[config.mk]
export PLATFORM = sky130hd
export DESIGN_NAME = sram_seq
export DESIGN_NICKNAME = d
export VERILOG_FILES = /design/src/rtl/sram_seq.sv
export SDC_FILE = /design/constraint.sdc
export NUM_CORES = 1
export LEC_CHECK = 0
export CAP_MARGIN = 15
export CORE_AREA = 2 2 327 329
export DETAILED_ROUTE_END_ITERATION = 7
export DIE_AREA = 0 0 329 331
export REMOVE_ABC_BUFFERS = 1
export SLEW_MARGIN = 10
export SYNTH_ARGS = -nofsm -noshare
export SYNTH_HDL_FRONTEND = slang
export SYNTH_SLANG_ARGS = --single-unit
[constraint.sdc]
create_clock -name clk -period 33.1 [get_ports clk]
set_input_delay 3.31 -clock clk [delete_from_list [all_inputs] [get_ports clk]]
set_output_delay 3.31 -clock clk [all_outputs]
set_load 0.1 [all_outputs]
[src/rtl/sram_seq.sv]
// sram_seq: streams op1/op2 SRAM pairs through a compute unit into a result SRAM; SRAM_SEQ_PERF_EN adds stall_cnt.
module sram_seq #(
    parameter int DATA_WIDTH = 128,
    parameter int ADDR_WIDTH = 10
) (
    input  logic                  clk,
    input  logic                  rst,
    input  logic                  start,
    input  logic [ADDR_WIDTH-1:0] op1_base,
    input  logic [ADDR_WIDTH-1:0] op2_base,
    input  logic [ADDR_WIDTH-1:0] out_base,
    input  logic [ADDR_WIDTH-1:0] len,
    output logic                  busy,
    output logic                  done,
    output logic                  op1_ren,
    output logic [ADDR_WIDTH-1:0] op1_radr,
    input  logic [DATA_WIDTH-1:0] op1_rdata,
    output logic                  op2_ren,
    output logic [ADDR_WIDTH-1:0] op2_radr,
    input  logic [DATA_WIDTH-1:0] op2_rdata,
    output logic                  out_wen,
    output logic [ADDR_WIDTH-1:0] out_wadr,
    output logic [DATA_WIDTH-1:0] out_wdata,
`ifdef SRAM_SEQ_PERF_EN
    output logic [31:0]           stall_cnt,
`endif
    output logic                  alu_valid,
    input  logic                  alu_ready,
    output logic [DATA_WIDTH-1:0] alu_op1,
    output logic [DATA_WIDTH-1:0] alu_op2,
    input  logic                  res_valid,
    input  logic [DATA_WIDTH-1:0] res_data
);
    typedef enum logic [1:0] {IDLE, RUN, DRAIN, DONE} state_t;
    state_t                state;
    logic [ADDR_WIDTH-1:0] op1_q, op2_q, out_q, len_q, rd_cnt, wr_cnt;
    logic                  inflight, rp, wp, pop, issue, last_wr;
    logic [1:0]            fifo_cnt, occ;
    logic [DATA_WIDTH-1:0] f1 [2];
    logic [DATA_WIDTH-1:0] f2 [2];

    // occupancy after this cycle's pop; a new read may only issue while it stays below 2
    assign alu_valid = fifo_cnt != '0;
    assign pop       = alu_valid && alu_ready;
    assign occ       = fifo_cnt + {1'b0, inflight} - {1'b0, pop};
    assign issue     = state == RUN && occ < 2'd2;
    assign op1_ren   = issue;
    assign op2_ren   = issue;
    assign op1_radr  = op1_q + rd_cnt;
    assign op2_radr  = op2_q + rd_cnt;
    assign alu_op1   = alu_valid ? f1[rp] : '0;
    assign alu_op2   = alu_valid ? f2[rp] : '0;
    assign out_wen   = res_valid && (state == RUN || state == DRAIN);
    assign out_wadr  = out_q + wr_cnt;
    assign out_wdata = out_wen ? res_data : '0;
    assign last_wr   = out_wen && wr_cnt == len_q - ADDR_WIDTH'(1);

    always_ff @(posedge clk) begin
        if (rst) begin
            state    <= IDLE;
            busy     <= 1'b0;
            done     <= 1'b0;
            op1_q    <= '0;
            op2_q    <= '0;
            out_q    <= '0;
            len_q    <= '0;
            rd_cnt   <= '0;
            wr_cnt   <= '0;
            inflight <= 1'b0;
            fifo_cnt <= '0;
            rp       <= 1'b0;
            wp       <= 1'b0;
        end else begin
            inflight <= issue;
            fifo_cnt <= occ;
            if (inflight) begin
                f1[wp] <= op1_rdata;
                f2[wp] <= op2_rdata;
                wp     <= ~wp;
            end
            if (pop) rp <= ~rp;
            if (issue) rd_cnt <= rd_cnt + ADDR_WIDTH'(1);
            if (out_wen) wr_cnt <= wr_cnt + ADDR_WIDTH'(1);
            case (state)
                IDLE: if (start) begin
                    op1_q  <= op1_base;
                    op2_q  <= op2_base;
                    out_q  <= out_base;
                    len_q  <= len;
                    rd_cnt <= '0;
                    wr_cnt <= '0;
                    busy   <= 1'b1;
                    done   <= len == '0;
                    state  <= len == '0 ? DONE : RUN;
                end
                RUN: if (issue && rd_cnt == len_q - ADDR_WIDTH'(1)) state <= DRAIN;
                DRAIN: if (last_wr) begin
                    state <= DONE;
                    done  <= 1'b1;
                end
                default: begin
                    state <= IDLE;
                    busy  <= 1'b0;
                    done  <= 1'b0;
                end
            endcase
        end
    end

`ifdef SRAM_SEQ_PERF_EN
    always_ff @(posedge clk) begin
        if (rst || (state == IDLE && start)) stall_cnt <= '0;
        else if (alu_valid && !alu_ready && stall_cnt != '1) stall_cnt <= stall_cnt + 32'd1;
    end
`endif
endmodule

# [Word level (Yosys, flattened, before mapping)]
# Memories as Yosys holds them, arrays and structs flattened. A register that Yosys moved wholly into a read port is not among the register bits.
# Index checks and enable logic that the tools add are counted.
[classes] add_sub_neg=8 order_cmp=1 eq_ne=7 mux=26 n_bitwise=4 n_reduce_logical=14
[ops] operator="128-bit two-way mux" n=3
[ops] operator="10-bit two-way mux" n=6
[ops] operator="10-bit adder" n=3
[ops] operator="10-bit by 1-bit adder with 10-bit output (second input constant)" n=2
[ops] operator="10-bit == test" n=2
[ops] operator="10-bit logical NOT" n=1
[ops] operator="1-bit two-way mux" n=10
[ops] operator="10-bit by 1-bit subtractor with 10-bit output (second input constant)" n=1
[ops] operator="2-bit two-way mux" n=4
[ops] operator="2-bit case mux with 3 select lines" n=1
[ops] operator="3-bit AND reduction" n=2
[ops] operator="1-bit logical AND" n=5
[ops] operator="2-bit inequality test (second input constant)" n=2
[ops] operator="1-bit NOT" n=4
[ops] operator="2-bit AND reduction" n=2
[ops] operator="1-bit case mux with 3 select lines" n=1
[ops] operator="2-bit by 1-bit adder with 2-bit output" n=1
[ops] operator="2-bit by 1-bit == test with 1-bit output (second input constant)" n=1
[ops] operator="2-bit == test (second input constant)" n=1
[ops] operator="2-bit logical NOT" n=1
[ops] operator="2-bit < comparator (second input constant)" n=1
[ops] operator="2-bit by 1-bit inequality test with 1-bit output (second input constant)" n=1
[ops] operator="1-bit case mux with 2 select lines" n=1
[ops] operator="2-bit nonzero test" n=1
[ops] operator="other kinds (3)" n=3
[word_totals] reg_bits=69 ramBits=512 inputBits=429 out_inout_bits=420 wordCells=75 memories=2
[memory_table] name="f1" depth=2 word_bits=128 read_ports=1 rd_ports_with_merged_regs=1 write_ports=1 line="39" rtl="logic [DATA_WIDTH-1:0] f1 [2];"
[memory_table] name="f2" depth=2 word_bits=128 read_ports=1 rd_ports_with_merged_regs=1 write_ports=1 line="40" rtl="logic [DATA_WIDTH-1:0] f2 [2];"

# [Logic depth before layout (Yosys ltp)]
[depth] depth_word=8 depth_mapped=14 depth_no_buf=14

# [Least setup slack after synthesis]
# No wires, ideal clock.
[synth_timing] kind="input-to-reg" startpoint="input port rst" endpoint="memory f1[0][0], enable pin" setup_ps=1239 arrival_time_ps=22172 t_required_ps=31861 setup_slack_ps=9689 stages=3 n_path_buf=2 cell_sequence="clkbuf_1 clkbuf_1 nor3b_1"
[synth_between] elab_chain_len=2
[synth_lines] item="start: declaration" line="7" rtl="input logic rst,"
[synth_lines] item="1-bit two-way mux" line="59" rtl="if (rst) begin"
[synth_lines] item="1-bit two-way mux (implied by the code)" line="77" rtl="f1[wp] <= op1_rdata;"
[synth_lines] item="end: declaration" line="39"
# Every way passes these cells.

# [Worst setup path in the final report]
[layout_timing] startpoint="input port alu_ready" endpoint="output port op1_ren"
[layout_between] elab_chain_len=4
[layout_lines] item="start: declaration" line="28" rtl="input logic alu_ready,"
[layout_lines] item="1-bit logical AND" line="44" rtl="assign pop = alu_valid && alu_ready;"
[layout_lines] item="via pop" line="37" rtl="logic inflight, rp, wp, pop, issue, last_wr;"
[layout_lines] item="2-bit by 1-bit subtractor with 2-bit output" line="45" rtl="assign occ = fifo_cnt + {1'b0, inflight} - {1'b0, pop};"
[layout_lines] item="2-bit < comparator" line="46" rtl="assign issue = state == RUN && occ < 2'd2;"
[layout_lines] item="1-bit logical AND" line="46"
[layout_lines] item="end: declaration" line="15" rtl="output logic op1_ren,"
# The timed path passes the listed nets, and every way through them passes these cells.

==> reports/qor.yml <==
outcome: "complete, no violations"
area_growth_pct: 50.5
cts_sinks: 582
hp-start: "out_q[5]"
wire_per_inst_um: 19.5
met1_usage_pct: 15.0
ant_nets: 0
drv_slew: 0
arrival_ns: 6.26
skew_ns: 0.0448
nets: 3063
yosys_warnings: 0
synth-seq-cells: 582
grt_max_degree: 131
min_period_ns: 9.57
syn_inst: 1762
grt_pass1_vias: 16949
seq_area_frac_synth_pct: 69.1
grt-busiest-layer: "met2"
postCtsSetupBuffers: 0
synth_top_family_by_area: "simple AND/OR/NAND/NOR gates"
cp.required_ns: 29.79
maxSlewHeadroom_pct: 22.2
dp_slack_ns: 23.52
cts.repair.resized: 0
synthXorXnorAreaFrac_pct: 2.57
drt_iter0_markers: 682
die_y_um: 331
dieArea_um2: 109000
drt-total-wl_mm: 78.7
hpwl_mm: 56.8
grt_pass1_wl_mm: 110
worstPathMaxFanout: 8
port_buffers: 848
vias: 16958
die_w_um: 329
cts_buffers: 67
reg2reg_depth: 12
rsz0062_at_grt: "false"
post-route-drc-count: 0
htree_levels: 3
cts_tree: "yes"
clk_root_buffer_cell: "clkbuf_16"
tightest_slew_ns: 1.16
clock.fmax_mhz: 105
p_total_uw: 3230
holdWs_ns: 0.461
slowest_stage: "clkdlybuf4s50_1"
crit_type: "in -> out"
grt.met2_usage_pct: 23.7
vias_per_cell: 4.20
insertion_delay_ns: 0.64
p_leak_uw: 0.0126
worstSetupEndpointType: "primary output"
synth_compound_area_share_pct: 2.52
ir_drop_v: 0.0000588
regToRegStartpoint: "fifo_cnt[0]"
fin_setup_tns_ns: 0
use_met3_pct: 5.73
ys_types: 47
crit_chain: "clkdlybuf4s50_1 -> and2_1 -> ha_1 -> inv_1 -> ha_1 -> xnor3_1 -> nand2_1 -> clkinv_1 -> clkdlybuf4s50_1"
start_kind: "input port"
hold_violations: 0
gp_congestion: 0.763
holdBufCountCts: 0
reg2reg_slack_ns: 29.05
antenna_found_initial: 14
synth_fa_ha_area_share_pct: 2.10
fin_crit_sh_pct: 28.9
p_per_area_nw_per_um2: 88.4
clockBufferDepth: 3
grt-ovfl-total: 0
critPathMaxStageDelay_ns: 1.06
syn_area_per_cell_um2: 13.8
yosys.area_share.simple_pct: 11.0
hold_depth: 2
grt_usage_pct: 13.5
min_to: "out_q[5]"
initial_utilization_pct: 23.1
ios: 849
clk_pin_slew_ns: 0.06
rows: 119
finalSetupViolCount: 0
setup_ws_ns: 23.53
reg2reg_to: "state[1]"
drt_first_pass_iters: 5
async_flop_share_pct: 0
cap_violations: 0
synth_edf_count: 512
synth-main-ff-cell: "edfxtp_1"
drive_gt1_share_pct: 4.76
syn-cell-area_um2: 24300
synthMuxAreaShare_pct: 10.6
coreArea_um2: 105000
min_path_type: "reg -> reg"
worst max path at each step:
stage | cells after the start | slack (ns) | to | startpoint
global placement | 9 | 23.48 | op2_ren | alu_ready
detailed placement | 9 | 23.52 | op1_ren | alu_ready
finish | 9 | 23.53 | op1_ren | alu_ready
floorplan | 1 | 10.24 | f1[0][0] | rst
CTS | 9 | 23.52 | op1_ren | alu_ready
global route | 9 | 23.42 | op1_ren | alu_ready
per-stage QoR:
stage	cell area [µm²]	instances	utilization, %
2_1_floorplan	23900	1656	-
3_3_place_gp	34300	3916	32.7
3_5_place_dp	34300	3917	32.7
4_1_cts	36500	4037	34.8
5_1_grt	36500	4041	34.8
6_report	36500	4041	34.8
critical path, delay by kind of cell:
| kind | cells | cell delay [ns] |
|---|---|---|
| buffers and inverters | 4 | 1.79 |
| adders and majority gates | 2 | 0.47 |
| xor gates and xnor gates | 1 | 0.35 |
| and+or+nand+nor | 2 | 0.34 |
cells by family (layout without fill, tap and decap cells):
group	after synthesis	after routing
flops	582	582
simple gates	575	575
mux	258	258
buf+inv	135	1019
compound gates	105	105
xor+xnor	68	68
fa+ha+maj	39	39
other cells	0	4
routing by layer:
layer	wire [µm]	vias to the layer above
met5	35	-
met3	8350	115
met1	29300	8099
met4	1640	6
li1	-	8084
met2	39400	654
layout by cell type (no fill, tap or decap), drive strengths merged, types with 3 or more instances in the layout:
| master | synthesis | layout |
|---|---|---|
| clkdlybuf4s50 | 0 | 845 |
| edfxtp | 512 | 512 |
| nor2 | 283 | 283 |
| mux2i | 258 | 258 |
| and3 | 137 | 137 |
| nand2 | 101 | 101 |
| clkbuf | 81 | 82 |
| dfxtp | 70 | 70 |
| a21oi | 66 | 66 |
| ha | 36 | 36 |
| xor2 | 33 | 33 |
| xnor2 | 33 | 33 |
| clkinv | 2 | 30 |
| inv | 27 | 29 |
| buf | 25 | 25 |
| o21ai | 14 | 14 |
| nand3 | 10 | 10 |
| nor4 | 7 | 7 |
| nand4 | 7 | 7 |
| or4 | 7 | 7 |
| a21o | 6 | 6 |
| o21bai | 6 | 6 |
| bufinv | 0 | 6 |
| nor3 | 5 | 5 |
| diode | 0 | 4 |
| nor3b | 4 | 4 |
| and2 | 3 | 3 |
| and4 | 3 | 3 |
| or3 | 3 | 3 |
| fa | 3 | 3 |
sequential cells by signal, indices dropped and copies added, names as in the netlist, 2 cells and up, named ones only:
signal	count
op1_q	10
fifo_cnt	2
f2	256
len_q	10
out_q	10
state	2
op2_q	10
wr_cnt	10
rd_cnt	10
f1	256
cell type report:
class,count,area [µm²]
Sequential cell,582,16800
Antenna cell,4,10.0
Tap cell,1391,1740
Multi-Input combinational cell,1045,7030
Clock buffer,82,1730
Clock inverter,38,484
Fill cell,10254,68400
Timing Repair Buffer,870,8670
Inverter,29,109
report_power, final:
part           switching, µW  internal (µW)  total [µW]  leakage (µW)
clock                    310            427         737       0.00106
sequential              27.9            856         884       0.00519
combinational           1220            393        1610       0.00631
total                   1560           1680        3230        0.0126
synthesized netlist by cell type (all sizes together) (3+ instances only):
library cell | instances | share of area (%)
edfxtp | 512 | 63
nor2 | 283 | 4.4
mux2i | 258 | 11
and3 | 137 | 3.5
nand2 | 101 | 1.6
clkbuf | 81 | 1.3
dfxtp | 70 | 5.8
a21oi | 66 | 1.4
ha | 36 | 1.9
xnor2 | 33 | 1.2
xor2 | 33 | 1.2
inv | 27 | 0.42
buf | 25 | 0.43
o21ai | 14 | 0.29
nand3 | 10 | 0.21
nand4 | 7 | 0.18
nor4 | 7 | 0.18
or4 | 7 | 0.24
a21o | 6 | 0.19
o21bai | 6 | 0.19
nor3 | 5 | 0.10
nor3b | 4 | 0.12
and2 | 3 | 0.077
and4 | 3 | 0.11
fa | 3 | 0.25
or3 | 3 | 0.077
No activity file was read; power rests on OpenSTA's default activity.
